[config.mk]
export PLATFORM = sky130hd
export DESIGN_NAME = ifu_fetch_flat
export DESIGN_NICKNAME = d
export VERILOG_FILES = /design/src/rtl/ifu_fetch_pkg.sv /design/src/rtl/ifu_fetch_if.sv /design/src/rtl/ifu_fetch_pc_gen.sv /design/src/rtl/ifu_fetch.sv /design/src/flat_wrapper.sv
export SDC_FILE = /design/constraint.sdc
export NUM_CORES = 1
export LEC_CHECK = 0
export ABC_AREA = 1
export BUFFER_PORTS_ARGS = -buffer_cell sky130_fd_sc_hd__buf_2
export CORE_MARGIN = 2
export CORE_UTILIZATION = 51
export CTS_CLUSTER_SIZE = 12
export DETAILED_ROUTE_END_ITERATION = 7
export PLACE_DENSITY = 0.89
export SLEW_MARGIN = 25
export SYNTH_ARGS = -nofsm -noshare
export SYNTH_HDL_FRONTEND = slang
export SYNTH_HIERARCHICAL = 1
export SYNTH_SLANG_ARGS = --single-unit
[constraint.sdc]
create_clock -name clk -period 2.1 [get_ports clk]
set_input_delay 0.105 -clock clk [delete_from_list [all_inputs] [get_ports clk]]
set_output_delay 0.105 -clock clk [all_outputs]
set_load 0.02 [all_outputs]
[src/rtl/ifu_fetch_pkg.sv]
// ifu_fetch_pkg: shared definitions for the instruction fetch stage.
//   fetch_state_t    - 2-bit FSM encoding (S_REQ, S_WAIT, S_OUT)
//   RESET_PC_DEFAULT - default reset fetch address
//   FAULT_INST       - instruction word presented with a fault
//   ALIGN_MASK       - low PC bits that must be zero for a word fetch
//   is_misaligned    - alignment check on the low PC bits
package ifu_fetch_pkg;

  typedef enum logic [1:0] {
    S_REQ  = 2'd0,
    S_WAIT = 2'd1,
    S_OUT  = 2'd2
  } fetch_state_t;

  localparam logic [31:0] RESET_PC_DEFAULT = 32'h8000_0000;
  localparam logic [31:0] FAULT_INST       = 32'h0000_0000;
  localparam logic [1:0]  ALIGN_MASK       = 2'b11;

  function automatic logic is_misaligned(input logic [1:0] lo);
    return |(lo & ALIGN_MASK);
  endfunction

endpackage

[src/rtl/ifu_fetch_if.sv]
// ifu_fetch_if: handshake bundle around the fetch stage.
//   imem_req_*    - single-outstanding read request to instruction memory
//   imem_resp_*   - read response (data + access fault), one per request
//   redirect_*    - PC redirect from the core (branch/jump/trap)
//   inst_*        - fetched instruction presented to the core
// master: the fetch stage; slave: memory + core side.
interface ifu_fetch_if #(
  parameter int XLEN = 32
);

  logic            imem_req_valid;
  logic            imem_req_ready;
  logic [XLEN-1:0] imem_req_addr;
  logic            imem_resp_valid;
  logic [XLEN-1:0] imem_resp_data;
  logic            imem_resp_err;
  logic            redirect_valid;
  logic [XLEN-1:0] redirect_pc;
  logic            inst_valid;
  logic            inst_ready;
  logic [XLEN-1:0] inst;
  logic [XLEN-1:0] inst_pc;
  logic            inst_fault;

  modport master (
    output imem_req_valid, imem_req_addr,
    input  imem_req_ready,
    input  imem_resp_valid, imem_resp_data, imem_resp_err,
    input  redirect_valid, redirect_pc,
    output inst_valid, inst, inst_pc, inst_fault,
    input  inst_ready
  );

  modport slave (
    input  imem_req_valid, imem_req_addr,
    output imem_req_ready,
    output imem_resp_valid, imem_resp_data, imem_resp_err,
    output redirect_valid, redirect_pc,
    input  inst_valid, inst, inst_pc, inst_fault,
    output inst_ready
  );

endinterface

[src/rtl/ifu_fetch_pc_gen.sv]
// fetch_pc_gen: combinational next-PC selection for the fetch stage.
//   pc                  - current architectural fetch PC
//   advance             - instruction consumed by the core (pc + 4)
//   redirect_valid/pc   - redirect request, highest priority
//   next_pc             - PC to load on the next edge
//   redirect_misaligned - redirect target is not word aligned
module fetch_pc_gen
  import ifu_fetch_pkg::*;
#(
  parameter int XLEN = 32
) (
  input  logic [XLEN-1:0] pc,
  input  logic            advance,
  input  logic            redirect_valid,
  input  logic [XLEN-1:0] redirect_pc,
  output logic [XLEN-1:0] next_pc,
  output logic            redirect_misaligned
);

  always_comb begin
    next_pc = pc;
    if (redirect_valid) begin
      next_pc = redirect_pc;
    end else if (advance) begin
      next_pc = pc + XLEN'(4);
    end
    redirect_misaligned = redirect_valid && is_misaligned(redirect_pc[1:0]);
  end

endmodule

[src/rtl/ifu_fetch.sv]
// ifu_fetch: instruction fetch stage feeding a single-cycle core.
//   clk, rst - clock; synchronous active-low reset
//   bus      - ifu_fetch_if master: imem request/response, redirect,
//              and the instruction handshake to the core
// One memory request outstanding at a time. kill marks an in-flight
// response that a redirect has made stale; it is dropped on arrival.
module ifu_fetch
  import ifu_fetch_pkg::*;
#(
  parameter int              XLEN     = 32,
  parameter logic [XLEN-1:0] RESET_PC = XLEN'(RESET_PC_DEFAULT)
) (
  input  logic       clk,
  input  logic       rst,
  ifu_fetch_if.master bus
);

  fetch_state_t    state;
  logic            kill;
  logic [XLEN-1:0] pc;
  logic [XLEN-1:0] next_pc;
  logic            misaligned;
  logic            req_fire;
  logic            inst_fire;
  logic [XLEN-1:0] inst_r;
  logic [XLEN-1:0] inst_pc_r;
  logic            inst_fault_r;

  // While kill is set a stale response is still owed by memory, so a new
  // request is held back to keep a single request outstanding.
  assign bus.imem_req_valid = rst && (state == S_REQ) && !kill;
  assign bus.imem_req_addr  = pc;
  assign bus.inst_valid     = (state == S_OUT);
  assign bus.inst           = inst_r;
  assign bus.inst_pc        = inst_pc_r;
  assign bus.inst_fault     = inst_fault_r;

  assign req_fire  = bus.imem_req_valid && bus.imem_req_ready;
  assign inst_fire = (state == S_OUT) && bus.inst_ready;

  fetch_pc_gen #(.XLEN(XLEN)) u_pc_gen (
    .pc                  (pc),
    .advance             (inst_fire),
    .redirect_valid      (bus.redirect_valid),
    .redirect_pc         (bus.redirect_pc),
    .next_pc             (next_pc),
    .redirect_misaligned (misaligned)
  );

  always_ff @(posedge clk) begin
    if (!rst) begin
      state        <= S_REQ;
      pc           <= RESET_PC;
      kill         <= 1'b0;
      inst_r       <= '0;
      inst_pc_r    <= RESET_PC;
      inst_fault_r <= 1'b0;
    end else begin
      pc <= next_pc;
      unique case (state)
        S_REQ: begin
          if (bus.imem_resp_valid && kill) kill <= 1'b0;
          if (req_fire && bus.redirect_valid) kill <= 1'b1;
          if (req_fire) state <= S_WAIT;
        end
        S_WAIT: begin
          if (bus.redirect_valid) begin
            kill <= !bus.imem_resp_valid;
            if (bus.imem_resp_valid) state <= S_REQ;
          end else if (bus.imem_resp_valid) begin
            if (kill) begin
              kill  <= 1'b0;
              state <= S_REQ;
            end else begin
              inst_r       <= bus.imem_resp_err ? XLEN'(FAULT_INST) : bus.imem_resp_data;
              inst_fault_r <= bus.imem_resp_err;
              inst_pc_r    <= pc;
              state        <= S_OUT;
            end
          end
        end
        S_OUT: begin
          if (bus.imem_resp_valid && kill) kill <= 1'b0;
          if (bus.redirect_valid || inst_fire) state <= S_REQ;
        end
        default: state <= S_REQ;
      endcase
      // A misaligned redirect overrides the per-state next state from any
      // state: the fault is presented directly, kill handled above.
      if (misaligned) begin
        inst_r       <= XLEN'(FAULT_INST);
        inst_pc_r    <= bus.redirect_pc;
        inst_fault_r <= 1'b1;
        state        <= S_OUT;
      end
    end
  end

endmodule

[src/flat_wrapper.sv]
// flat-port wrapper written by rule: the top's interface ports become plain ports
module ifu_fetch_flat import ifu_fetch_pkg::*;
#(
  parameter int              XLEN     = 32,
  parameter logic [XLEN-1:0] RESET_PC = XLEN'(RESET_PC_DEFAULT)
)
  (clk, rst, bus_imem_req_valid, bus_imem_req_addr, bus_imem_req_ready, bus_imem_resp_valid, bus_imem_resp_data, bus_imem_resp_err, bus_redirect_valid, bus_redirect_pc, bus_inst_valid, bus_inst, bus_inst_pc, bus_inst_fault, bus_inst_ready);
  ifu_fetch_if #(.XLEN(XLEN)) bus_i ();
  input  logic clk;
  input  logic rst;
  output wire logic [$bits(bus_i.imem_req_valid)-1:0] bus_imem_req_valid;
  output wire logic [$bits(bus_i.imem_req_addr)-1:0] bus_imem_req_addr;
  input wire logic [$bits(bus_i.imem_req_ready)-1:0] bus_imem_req_ready;
  input wire logic [$bits(bus_i.imem_resp_valid)-1:0] bus_imem_resp_valid;
  input wire logic [$bits(bus_i.imem_resp_data)-1:0] bus_imem_resp_data;
  input wire logic [$bits(bus_i.imem_resp_err)-1:0] bus_imem_resp_err;
  input wire logic [$bits(bus_i.redirect_valid)-1:0] bus_redirect_valid;
  input wire logic [$bits(bus_i.redirect_pc)-1:0] bus_redirect_pc;
  output wire logic [$bits(bus_i.inst_valid)-1:0] bus_inst_valid;
  output wire logic [$bits(bus_i.inst)-1:0] bus_inst;
  output wire logic [$bits(bus_i.inst_pc)-1:0] bus_inst_pc;
  output wire logic [$bits(bus_i.inst_fault)-1:0] bus_inst_fault;
  input wire logic [$bits(bus_i.inst_ready)-1:0] bus_inst_ready;
  assign bus_imem_req_valid = bus_i.imem_req_valid;
  assign bus_imem_req_addr = bus_i.imem_req_addr;
  assign bus_i.imem_req_ready = bus_imem_req_ready;
  assign bus_i.imem_resp_valid = bus_imem_resp_valid;
  assign bus_i.imem_resp_data = bus_imem_resp_data;
  assign bus_i.imem_resp_err = bus_imem_resp_err;
  assign bus_i.redirect_valid = bus_redirect_valid;
  assign bus_i.redirect_pc = bus_redirect_pc;
  assign bus_inst_valid = bus_i.inst_valid;
  assign bus_inst = bus_i.inst;
  assign bus_inst_pc = bus_i.inst_pc;
  assign bus_inst_fault = bus_i.inst_fault;
  assign bus_i.inst_ready = bus_inst_ready;
  ifu_fetch #(.XLEN(XLEN), .RESET_PC(RESET_PC)) u_core (.clk(clk), .rst(rst), .bus(bus_i));
endmodule
After elaboration in Yosys (flattened, before gate mapping)
Cells that the tools add are included.
Widths: inputs -> output; s select.

operators by class
  add/subtract/negate cells = 1
  eq/ne operators = 11
  multiplexer cells = 26
  bitwise logic cells = 3
  reductions and logical operators = 22

operator list
  cell                   number
  $mux 32                8
  $add 32x3->32 const B  1
  $mux 2                 7
  $mux 1                 9
  $reduce_and 4->1       2
  $logic_and 1x1->1      7
  $ne 2x1->1 const B     3
  $ne 3x1->1 const B     2
  $pmux 2 s3             1
  $reduce_and 3->1       2
  $reduce_bool 2->1      3
  $ne 2x2->1 const B     2
  $reduce_or 2->1        2
  $ne 3x2->1 const B     1
  $ne 3x3->1 const B     1
  $not 1->1              3
  $pmux 1 s3             1
  $reduce_bool 3->1      1
  $eq 2x1->1 const B     1
  $eq 2x2->1 const B     1
  $logic_not 1->1        2
  $logic_not 2->1        1
  $reduce_and 2->1       1
  $logic_or 1x1->1       1

storage, ports and cells
  register bits = 100
  output and inout port bits = 99
  word-level logic and storage cells = 70

Longest topological paths before layout
Gate-level depths: netlist of the first run.

  word-level depth = 7
  gate-level depth with buffers = 14

Cells and area by module
Netlist of the first run, hierarchy kept.

by module, submodules not included
  module        instances  cells each  area each (sq um)
  ifu_fetch     1          473         3849.9
  fetch_pc_gen  1          258         1251.2

Worst setup path before layout of the first run
No wires, ideal clock.

  kind = register -> register
  start = reg u_core.state[0]
  end = reg u_core.pc[31] (netlist: u_core/bus.imem_req_addr[31])
  setup time = 0.123 ns
  arrival time = 1.845 ns
  data required time = 1.977 ns
  path slack = 0.131 ns
  stages on the path, launching flop included = 13
  clock period less this slack = 1.969 ns
  cells stage by stage = dfxtp_1 inv_1 ha_1 nand2_1 inv_1 inv_1 nor2_1 inv_1 nor2_4 nand4_1 nand3_1 nand2_1 or2_2

between the ends
  word-level cells in the longest chain between the ends = 3

ends and longest elaborated chain
  item                                RTL line            text
  start: declaration                  ifu_fetch.sv:18     fetch_state_t state;
  start signal: assignment            ifu_fetch.sv:52     state <= S_REQ;
  start signal: assignment            ifu_fetch.sv:64     if (req_fire) state <= S_WAIT;
  start signal: assignment            ifu_fetch.sv:69     if (bus.imem_resp_valid) state <= S_REQ;
  $eq 2x2->1                          --
  net bus_inst_valid                  flat_wrapper.sv:19  output wire logic [$bits(bus_i.inst_valid)-1:0] bus_inst_valid;
  $logic_and 1x1->1                   ifu_fetch.sv:39     assign inst_fire = (state == S_OUT) && bus.inst_ready;
  net u_core.inst_fire                ifu_fetch.sv:24     logic inst_fire;
  $reduce_bool 2->1 (no source line)  --
  end signal: assignment              ifu_fetch.sv:59     pc <= next_pc;
  end: declaration                    ifu_fetch.sv:20     logic [XLEN-1:0] pc;

The timed path passes the listed nets, and every way through them passes these cells.
A chain may end at the register's enable or synchronous reset.

Worst setup path in the final report of the first run
  start = reg u_core.state[0]
  end = reg u_core.pc[26] (netlist: u_core/bus.imem_req_addr[26])

between the ends
  word-level cells in the longest chain between the ends = 3

ends and longest elaborated chain
  item                                RTL line
  $eq 2x2->1                          ifu_fetch.sv:39
  $logic_and 1x1->1                   ifu_fetch.sv:39
  net u_core.inst_fire                ifu_fetch.sv:24
  $reduce_bool 2->1 (no source line)  --

The timed path passes the listed nets, and every way through them passes these cells.

==> results of run 1 <==
power by group through the flow:
stage	combinational (uW)	clock [uW]	sequential, uW
3_3_place_gp	702	0	2120
4_1_cts	758	1450	2080
3_5_place_dp	714	0	2120
6_report	765	1420	2080
5_1_grt	842	1540	2100
2_1_floorplan	366	0	2220
metal layers:
| layer | vias up | routed length (um) |
|---|---|---|
| met2 | 272 | 7480 |
| met5 | - | 0 |
| met1 | 2515 | 6150 |
| met4 | 0 | 297 |
| li1 | 2728 | - |
| met3 | 35 | 1250 |
registers in the layout, indices dropped and copies added, names as in the netlist:
name	flops
u_core/bus.imem_req_addr	32
u_core/state	2
u_core/bus.inst_fault	1
u_core/bus.inst_pc	32
u_core/bus.inst	32
u_core/kill	1
what timing repair did:
action / 4_1_cts / 5_1_grt
hold endpoints to repair: 28 / 0
hold buffers: 28 / 0
gates resized for setup: 0 / 1
endpoints found under the setup margin: 0 / 4
cell usage after synthesis, types with 2 or more instances:
cell type,instances,area share [%]
nand2_1,228,17
nand3_1,108,11
dfxtp_1,100,39
inv_1,69,5.1
a21oi_1,42,4.1
nor2_1,33,2.4
o211a_1,31,6.1
clkbuf_1,15,1.1
o21ai_0,12,1.2
buf_2,11,1.1
nand4_1,11,1.3
buf_1,7,0.52
nor2_2,6,0.74
or2_2,6,0.74
nand2_2,5,0.61
nand3_2,5,0.98
nor2_4,5,1.1
xnor2_1,5,0.86
buf_6,4,0.88
ha_1,4,0.98
o21ai_1,4,0.39
xor2_1,4,0.69
buf_4,2,0.29
inv_2,2,0.15
nor3_1,2,0.20
worst min-delay path by stage:
stage | to | cells after the start | startpoint | slack, ns
6_report | u_core/bus.inst[0] | 3 | bus_imem_resp_data[0] | 0.01
5_1_grt | u_core/bus.inst[0] | 3 | bus_imem_resp_data[0] | 0.01
4_1_cts | u_core/bus.inst[0] | 3 | bus_imem_resp_data[0] | 0.0007
3_5_place_dp | u_core/bus.inst[3] | 3 | bus_imem_resp_data[3] | 0.38
3_3_place_gp | u_core/bus.inst[25] | 3 | bus_imem_resp_data[25] | 0.37
2_1_floorplan | u_core/bus.inst[11] | 2 | bus_imem_resp_data[11] | 0.27
worst max-delay path, cell delays in order (launching register included):
cell	delay, ns
dfxtp_1	0.35
inv_1	0.09
ha_1	0.16
nand2_1	0.06
inv_2	0.12
nand2_2	0.09
nor2_4	0.13
nand3_4	0.17
nor2_8	0.21
nand4_1	0.11
nand3_1	0.10
nand2_1	0.06
nand2_1	0.06
inv_1	0.04
layout make-up:
type / count / share of cell area [%]
inverters: 72 / 4.15
clock buffers: 10 / 2.11
well taps: 133 / 2.55
multi-input cells: 520 / 40.5
clock inverters: 6 / 1.44
flip-flops and latches: 100 / 30.7
repair buffers: 208 / 18.6
per-stage QoR:
step	utilization, %	power, uW	hold WS, ns	setup WS [ns]
detailed placement	61.7	2840	0.379	0.201
global placement	61.7	2820	0.373	0.262
finish	66.9	4270	0.0112	0.248
global route	66.9	4480	0.0133	0.00988
floorplan	-	2580	0.265	0.131
CTS	66.9	4280	0.000650	0.180
cell families after synthesis:
family / Yosys count / share of synthesized area, %
xor+xnor: 9 / 1.55
simple gates: 413 / 36.5
buf+inv: 111 / 9.17
flops: 100 / 39.2
fa+ha+maj: 4 / 0.981
compound gates: 94 / 12.5
==> qor.yml, run 1 <==
outcome:
  status: "complete, no violations"
finish:
  final_layout_size_suffix_gt1_share_pct: 25.2
  antenna_cells: 0
  finalInstanceArea_sq_um: 6510
  num-fill-cells: 836
  seq_area_sq_um: 2000
  layout_common_cells: "nand2_1, buf_2, nand3_1"
  layout.nets: 986
  synthToLayoutAreaGrowth_pct: 27.7
  layout.cells.non_filler: 1049
  multi_input_area_sq_um: 2640
  layout_commonest_cell: "nand2_1"
hold_path:
  hp-class: "input pin to register"
synth:
  yosys_warnings: 6
  synthArstFlopShare_pct: 0
  synth_area_sq_um: 5100
  synth_cells: 731
  syn_area_per_cell_sq_um: 6.98
  synth_nets: 806
  ys_types: 35
  ys_ff_latch: 100
  synth_edf_count: 0
  synth-main-ff-cell: "dfxtp_1"
  ys_seq_area_share_pct: 39.2
pwr:
  power.internal_uw: 3000
  p_comb_share_pct: 17.9
  switching_share_pct: 29.7
  power_frac_clock_pct: 33.3
  seqPwrFrac_pct: 48.8
  powerDensity_nw_per_um2: 655
  ir_drop_v: 0.000441
  switching_power_uw: 1270
  cellLeakagePower_uw: 0.00339
clock_network:
  cts_sinks: 100
  post-cts-setup-buffer-count: 0
  root_buffer: "clkbuf_8"
  cts_inserted_buffers: 9
  cts.path.max_buffers: 2
  clk_latency_ns: 0.37
  htreeDepth: 3
  cts_tree: "yes"
  path_clk_slew_ns: 0.11
worst_setup_path:
  endpoint: "u_core/bus.imem_req_addr[26]"
  r2r_cells: 13
  critPathMaxFanout: 7
  r2r_slack_ns: 0.25
  start_kind: "register"
  cp-startpoint: "u_core/state[0]"
  path_class: "register to register"
  worstPathArrival_ns: 2.12
  required_ns: 2.37
  reg2reg_to: "u_core/bus.imem_req_addr[26]"
  timing.rr.start: "u_core/state[0]"
  end_kind: "register"
grt:
  grt.met1_usage_pct: 34.6
  use_met3_pct: 6.77
  grt_max_degree: 41
  antenna_found_initial: 1
  grt_pass1_wl_um: 24800
  grt_pass1_vias: 5209
  grt_use_met2_pct: 46.8
  grt.total_usage_pct: 27.7
  grt.busiest_layer: "met2"
  grt-ovfl-total: 0
place:
  port_buffers: 169
  placed_cell_area_sq_um: 6000
  gp_congestion: 0.889
  placedCellCount: 1005
  dp.final_hpwl_um: 9840
drt:
  via_count: 5550
  wl_per_cell_um: 14.5
  drt-initial-drc-count: 460
  via_per_inst: 5.29
  drtPass1Iterations: 6
  drc: 0
  routed_wl_um: 15200
  antenna_left: 0
sta:
  finClkSkew_ns: 0.0120
  finalSetupViolations: 0
  layout_min_cycle_time_ns: 1.85
  finalSetupTns_ns: 0
  tightest_slew_ns: 0.664
  rsz0062_at_grt: "false"
  finalHoldViolCount: 0
  fin_crit_sh_pct: 88.2
  max_freq_mhz: 540
  max_slew_margin_pct: 55.7
  maxSlewViolCount: 0
die:
  dieArea_sq_um: 10800
  io_pins: 170
  chipWidth_um: 104
  fp-row-count: 36
  core_area_sq_um: 9730
  fp.dieH_um: 104
  initial_core_util_pct: 52.4
job:
  cap_violations: 0
No activity file was read; power rests on OpenSTA's default activity.
==> run 2, diff against run 1 <==
Settings changed: CORE_UTILIZATION 51 to 50, PLACE_DENSITY 0.89 to 0.88, SYNTH_HIERARCHICAL 1 to unset.
==> qor.yml, run 2 <==
synth:
  synth_most_common_cell: "nand2_1"
  synth-main-ff-cell: "dfxtp_1"
  synth_common_cells: "nand2_1, dfxtp_1, o21ai_0"
  synthArstFlopShare_pct: 0  # unchanged
  ys_seq_area_share_pct: 40.8  # +1.5 points
  synth_area_leader_cell: "dfxtp_1"
  synth.area.top_cells: "dfxtp_1, nand2_1, o21ai_0"
  yosysTopAreaCellShare_pct: 40.8  # +1.5 points
  synth_cells: 700  # -4.2%
  synth_area_sq_um: 4910  # -3.8%
  syn_area_per_cell_sq_um: 7.01  # +0.48%
  yosys_warnings: 0  # -6
  synth_edf_count: 0  # unchanged
  ys_ff_latch: 100  # unchanged
  synth_nets: 777  # -3.6%
  ys_types: 30  # -14%
grt:
  grt.total_usage_pct: 29.3  # +1.6 points
  antenna_found_initial: 0  # -1
  grt_pass1_wl_um: 24800  # +0.11%
  grt-ovfl-total: 0  # unchanged
  grt_max_degree: 58  # +41%
  grt_pass1_vias: 5108  # -1.9%
drt:
  routed_wl_um: 15800  # +4.3%
  via_count: 5536  # -0.25%
  via_per_inst: 5.40  # +2.1%
  antenna_left: 0  # unchanged
  drc: 0  # unchanged
  drt-initial-drc-count: 389  # -15%
  drtPass1Iterations: 5  # -1
  wl_per_cell_um: 15.4  # +6.8%
finish:
  final_layout_size_suffix_gt1_share_pct: 25.8  # +0.57 points
  synthToLayoutAreaGrowth_pct: 30.5
  layout.nets: 964  # -2.2%
  layout_common_cells: "nand2_1, buf_2, dfxtp_1"
  layout_commonest_cell: "nand2_1"
  antenna_cells: 0  # unchanged
  utilization_pct: 66.5  # -0.49 points
  finalInstanceArea_sq_um: 6410  # -1.7%
hold_path:
  hp-class: "input pin to register"
sta:
  tightest_slew_ns: 0.463  # -0.201 ns
  layout_min_cycle_time_ns: 1.86  # +0.00843 ns
  finalSetupViolations: 0  # unchanged
  max_freq_mhz: 538  # -0.45%
  finalSetupTns_ns: 0  # unchanged
  finalWorstSetupSlack_ns: 0.240  # -0.00843 ns
  rsz0062_at_grt: "false"
  fin_crit_sh_pct: 88.6  # +0.40 points
  maxSlewViolCount: 0  # unchanged
  max_slew_margin_pct: 69.1  # +13 points
  finalHoldViolCount: 0  # unchanged
  finClkSkew_ns: 0.0129  # +0.000890 ns
die:
  initial_core_util_pct: 50.9  # -1.5 points
  dieArea_sq_um: 10600  # -1.8%
  fp-row-count: 36  # unchanged
  core_area_sq_um: 9640  # -0.93%
  chipWidth_um: 103  # -0.89%
  io_pins: 170  # unchanged
  fp.dieH_um: 103  # -0.89%
clock_network:
  cts_inserted_buffers: 9  # unchanged
  cts_sinks: 100  # unchanged
  path_clk_slew_ns: 0.11  # about the same
  cts.repair.resized: 0  # unchanged
  post-cts-setup-buffer-count: 0  # unchanged
  root_buffer: "clkbuf_8"
  cts_tree: "yes"
  clk_latency_ns: 0.37  # about the same
  cts.path.max_buffers: 2  # unchanged
  ctsHoldBuffers: 30  # +7.1%
  htreeDepth: 3  # unchanged
place:
  gp_congestion: 1.02  # +15%
  placed_cell_area_sq_um: 5870  # -2.2%
  dp_slack_ns: 0.310  # +0.109 ns
  port_buffers: 169  # unchanged
  dp.final_hpwl_um: 10700  # +9.2%
outcome:
  status: "complete, no violations"
worst_setup_path:
  required_ns: 2.43  # +0.06 ns
  start_kind: "register"
  critPathMaxFanout: 14  # +7
  path_class: "register to register"
  worstPathArrival_ns: 2.19  # +0.07 ns
  end_kind: "register"
pwr:
  cellLeakagePower_uw: 0.00282  # -17%
  total_power_uw: 4180  # -2.1%
  ir_drop_v: 0.000420  # -4.7%
  powerDensity_nw_per_um2: 652  # -0.45%
job:
  cap_violations: 0  # unchanged
## run 2: changes by cell type after synthesis, moves of 9 or more
cell     before  now
o211a_1      31    0
nand3_1     108   22
a31oi_1       1   34
a22oi_1       0   34
nand2_1     228  172
nor2_1       33   68
nand4_1      11    2
o21ai_0      12   83
inv_1        69   49
## run 2: cell families after synthesis
logic type | synth area share, %
fa+ha+maj | 1.53
simple gates | 25.4
compound gates | 22.9
flops | 40.8
xor+xnor | 1.61
buf+inv | 7.55
mux | 0.204
## run 2: metrics by stage
stage          hold WS (ns)  cells
2_1_floorplan         0.253    700
3_3_place_gp          0.346    977
3_5_place_dp          0.351    977
4_1_cts            0.000280   1023
5_1_grt             0.00826   1025
6_report            0.00521   1025
## run 2: cell type report
class,instances,area [sq um]
sequential,100,2000
multi-input combinational,507,2540
tap,133,166
clock buffer,9,124
timing repair buffer,215,1280
inverter,54,203
clock inverter,7,91.3
fill,863,3230
## run 2: worst paths after layout
kind,start,endpoint,slack (ns),cells after the start
hold reg to reg,u_core.bus.imem_req_addr[1],u_core.bus.imem_req_addr[1],0.49,2
hold / removal,bus_redirect_pc[22],u_core.bus.inst_pc[22],0.005,3
setup / recovery,u_core.state[0],u_core.state[1],0.24,11
setup reg to reg,u_core.state[0],u_core.state[1],0.24,11
## run 2: worst max-delay path: stages (launching register included)
cell	delay (ns)
dfxtp_1	0.40
inv_1	0.11
ha_1	0.26
nand2_1	0.20
nand2_1	0.12
inv_2	0.22
nand2_1	0.08
nand3_1	0.16
nand2_1	0.07
o211ai_1	0.09
nand2_1	0.07
inv_1	0.06
## run 2: power by group
part | internal [uW] | total (uW) | switching (uW) | leakage (uW)
sequential | 2000 | 2100 | 96.5 | 0.000820
clock | 484 | 1280 | 795 | 0.000106
combinational | 300 | 802 | 502 | 0.00189
total | 2790 | 4180 | 1390 | 0.00282
## run 2: routing by layer
metal / part of all wire, % / vias up / global-route usage (%) / routed length, um
met4: 1.6 / 0 / 7.79 / 255
met5: 0 / - / 0 / 0
li1: - / 2706 / - / -
met2: 48 / 231 / 50.4 / 7650
met3: 8.0 / 25 / 6.71 / 1260
met1: 42 / 2574 / 37.0 / 6670
==> run 3, diff against run 2 <==
Settings changed: ABC_AREA 1 to unset.
==> qor.yml, run 3 <==
clock_network:
  htreeDepth: 3  # unchanged
  cts.path.max_buffers: 2  # unchanged
  cts_tree: "yes"
  clk_latency_ns: 0.37  # about the same
  post-cts-setup-buffer-count: 0  # unchanged
  cts_sinks: 100  # unchanged
  path_clk_slew_ns: 0.11  # about the same
  cts_inserted_buffers: 9  # unchanged
  root_buffer: "clkbuf_8"
sta:
  finalHoldViolCount: 0  # unchanged
  finClkSkew_ns: 0.0130  # +0.0000840 ns
  layout_min_cycle_time_ns: 1.97  # +0.108 ns
  hold_slack_ns: 0.00776  # +0.00254 ns
  rsz0062_at_grt: "false"
  max_freq_mhz: 508  # -5.5%
  max_slew_margin_pct: 32.7  # -36 points
  finalSetupTns_ns: 0  # unchanged
  fin_crit_sh_pct: 93.7  # +5.1 points
  finalSetupViolations: 0  # unchanged
  maxSlewViolCount: 0  # unchanged
  tightest_slew_ns: 1.01  # +0.544 ns
synth:
  ys_types: 54  # +80%
  syn_area_per_cell_sq_um: 8.13  # +16%
  synth_xor_area_share_pct: 2.03  # +0.43 points
  synth_nets: 660  # -15%
  yosys_warnings: 0  # unchanged
  synth_edf_count: 0  # unchanged
  yosys.area_share.simple_pct: 29.0  # +3.6 points
  synth_compound_gate_area_share_pct: 18.4  # -4.5 points
  synth_top_family_by_area: "simple AND/OR/NAND/NOR gates"
  synth_most_common_cell: "nand2_1"
  synthArstFlopShare_pct: 0  # unchanged
  ys_seq_area_share_pct: 42.2  # +1.5 points
  ys_ff_latch: 100  # unchanged
  synth-main-ff-cell: "dfxtp_1"
  synth_area_sq_um: 4740  # -3.5%
  synth-adder-area-share_pct: 1.58  # +0.055 points
  synth_cells: 583  # -17%
  synth_common_cells: "nand2_1, dfxtp_1, a21oi_1"
  synth_area_leader_cell: "dfxtp_1"
  synth_mux_area_share_pct: 1.53  # +1.3 points
  synth.area.top_cells: "dfxtp_1, nand2_1, nand3b_1"
  yosysTopAreaCellShare_pct: 42.2  # +1.5 points
pwr:
  power_frac_clock_pct: 31.2  # +0.6 points
  seqPwrFrac_pct: 50.1  # about the same
  power.internal_uw: 2900  # +4.1%
  cellLeakagePower_uw: 0.00281  # -0.27%
  powerDensity_nw_per_um2: 648  # -0.58%
  ir_drop_v: 0.000394  # -6.3%
  p_comb_share_pct: 18.7  # -0.5 points
  switching_power_uw: 1260  # -9.5%
  switching_share_pct: 30.3  # -3.0 points
job:
  cap_violations: 0  # unchanged
die:
  chipWidth_um: 101  # -1.7%
  io_pins: 170  # unchanged
  initial_core_util_pct: 51.5  # +0.60 points
  dieArea_sq_um: 10300  # -3.3%
  fp.dieH_um: 101  # -1.7%
  fp-row-count: 35  # -2.8%
  core_area_sq_um: 9200  # -4.6%
worst_setup_path:
  worstPathArrival_ns: 2.26  # +0.07 ns
  critPathMaxFanout: 13  # -1
  end_kind: "register"
  start_kind: "register"
  path_class: "register to register"
  cpMaxStageDelayCell: "or4_4"
  r2r_cells: 6  # -5
  required_ns: 2.39  # -0.04 ns
  crit_chain: "inv_1 -> ha_4 -> nand4_1 -> or4_4 -> or3_1 -> a211oi_1"
  slowest_delay_ns: 0.53  # +0.13 ns
place:
  dp.final_hpwl_um: 9600  # -11%
  gp_congestion: 0.879  # -14%
  port_buffers: 169  # unchanged
grt:
  grt_pass1_wl_um: 22600  # -9.0%
  antenna_found_initial: 0  # unchanged
  grt_max_degree: 42  # -28%
  grt_pass1_vias: 4936  # -3.4%
  grt-ovfl-total: 0  # unchanged
  grt.total_usage_pct: 27.2  # -2.1 points
finish:
  multi_input_area_sq_um: 2550  # +0.59%
  layout_common_cells: "buf_2, nand2_1, dfxtp_1"
  final_layout_size_suffix_gt1_share_pct: 28.4  # +2.6 points
  num-fill-cells: 722  # -16%
  layout.nets: 861  # -11%
  antenna_cells: 0  # unchanged
  layout_commonest_cell: "buf_2"
  seq_area_sq_um: 2000  # unchanged
  synthToLayoutAreaGrowth_pct: 35.4
drt:
  drc: 0  # unchanged
  antenna_left: 0  # unchanged
  via_per_inst: 5.77  # +6.9%
  via_count: 5194  # -6.2%
  routed_wl_um: 14200  # -10%
  drtPass1Iterations: 5  # unchanged
  wl_per_cell_um: 15.8  # +2.4%
  drt-initial-drc-count: 288  # -26%
outcome:
  status: "complete, no violations"
hold_path:
  hp-class: "input pin to register"
  whs_path_depth: 3  # unchanged
-- run 3: cell count changes after synthesis, moves of 28 or more --
cell	delta
nand2_1	-58
o21ai_0	-57
inv_1	-40
nor2_1	-36
a22oi_1	-34
nand3b_1	+33
a31oi_1	-28
-- run 3: cells by family after synthesis --
kind of cell | Yosys count
and+or+nand+nor | 270
adders and majority gates | 6
DFF | 100
buffers and inverters | 58
AOI/OAI and AO/OA | 131
muxes | 7
xor gates and xnor gates | 11
-- run 3: area by class of cell --
cell class,count,share of cell area [%]
Timing Repair Buffer,238,23.1
Inverter,10,0.585
Sequential cell,100,31.2
Multi-Input combinational cell,425,39.8
Tap cell,111,2.16
Clock inverter,7,1.25
Clock buffer,9,1.93
-- run 3: timing repair --
action,in CTS,in global routing
endpoints found under the setup margin,0,2
hold endpoints to repair,43,1
hold buffers,42,1
gates resized for setup,0,1
-- run 3: per-layer routing --
| metal | track usage [%] | routed length, um | vias to the layer above |
|---|---|---|---|
| met3 | 5.66 | 955 | 52 |
| met5 | 0 | 0 | - |
| met4 | 11.5 | 478 | 0 |
| met2 | 46.8 | 7090 | 220 |
| li1 | - | - | 2486 |
| met1 | 32.8 | 5720 | 2436 |
-- run 3: stage by stage --
stage	power, uW	worst slack, ns	std cells	instance area [sq um]	util, %
floorplan	2540	0.0243	583	4750	-
global placement	2800	0.154	841	5780	62.8
detailed placement	2830	0.0856	841	5780	62.8
CTS	4170	0.0676	899	6400	69.6
global route	4340	0.0187	900	6420	69.8
finish	4160	0.132	900	6420	69.8
-- run 3: worst max-delay path: cells and delay by family (launching register included) --
| family | cells | cell delay [ns] |
|---|---|---|
| simple gates | 3 | 1.04 |
| flops | 1 | 0.32 |
| fa+ha+maj | 1 | 0.21 |
| compound gates | 1 | 0.19 |
| buf+inv | 1 | 0.14 |
-- run 3: final timing paths --
| path | endpoint | startpoint | slack (ns) |
|---|---|---|---|
| hold reg to reg | u_core.bus.inst[8] | u_core.bus.inst[8] | 0.46 |
| setup / recovery | u_core.bus.imem_req_addr[25] | u_core.state[0] | 0.13 |
| hold / removal | u_core.bus.inst[28] | bus_imem_resp_data[28] | 0.008 |
| setup reg to reg | u_core.bus.imem_req_addr[25] | u_core.state[0] | 0.13 |
-- run 3: power groups by stage --
stage | clock network (uW) | registers, uW | logic, uW
2_1_floorplan | 0 | 2230 | 312
3_3_place_gp | 0 | 2120 | 683
3_5_place_dp | 0 | 2130 | 705
4_1_cts | 1320 | 2080 | 768
5_1_grt | 1390 | 2100 | 843
6_report | 1300 | 2080 | 777
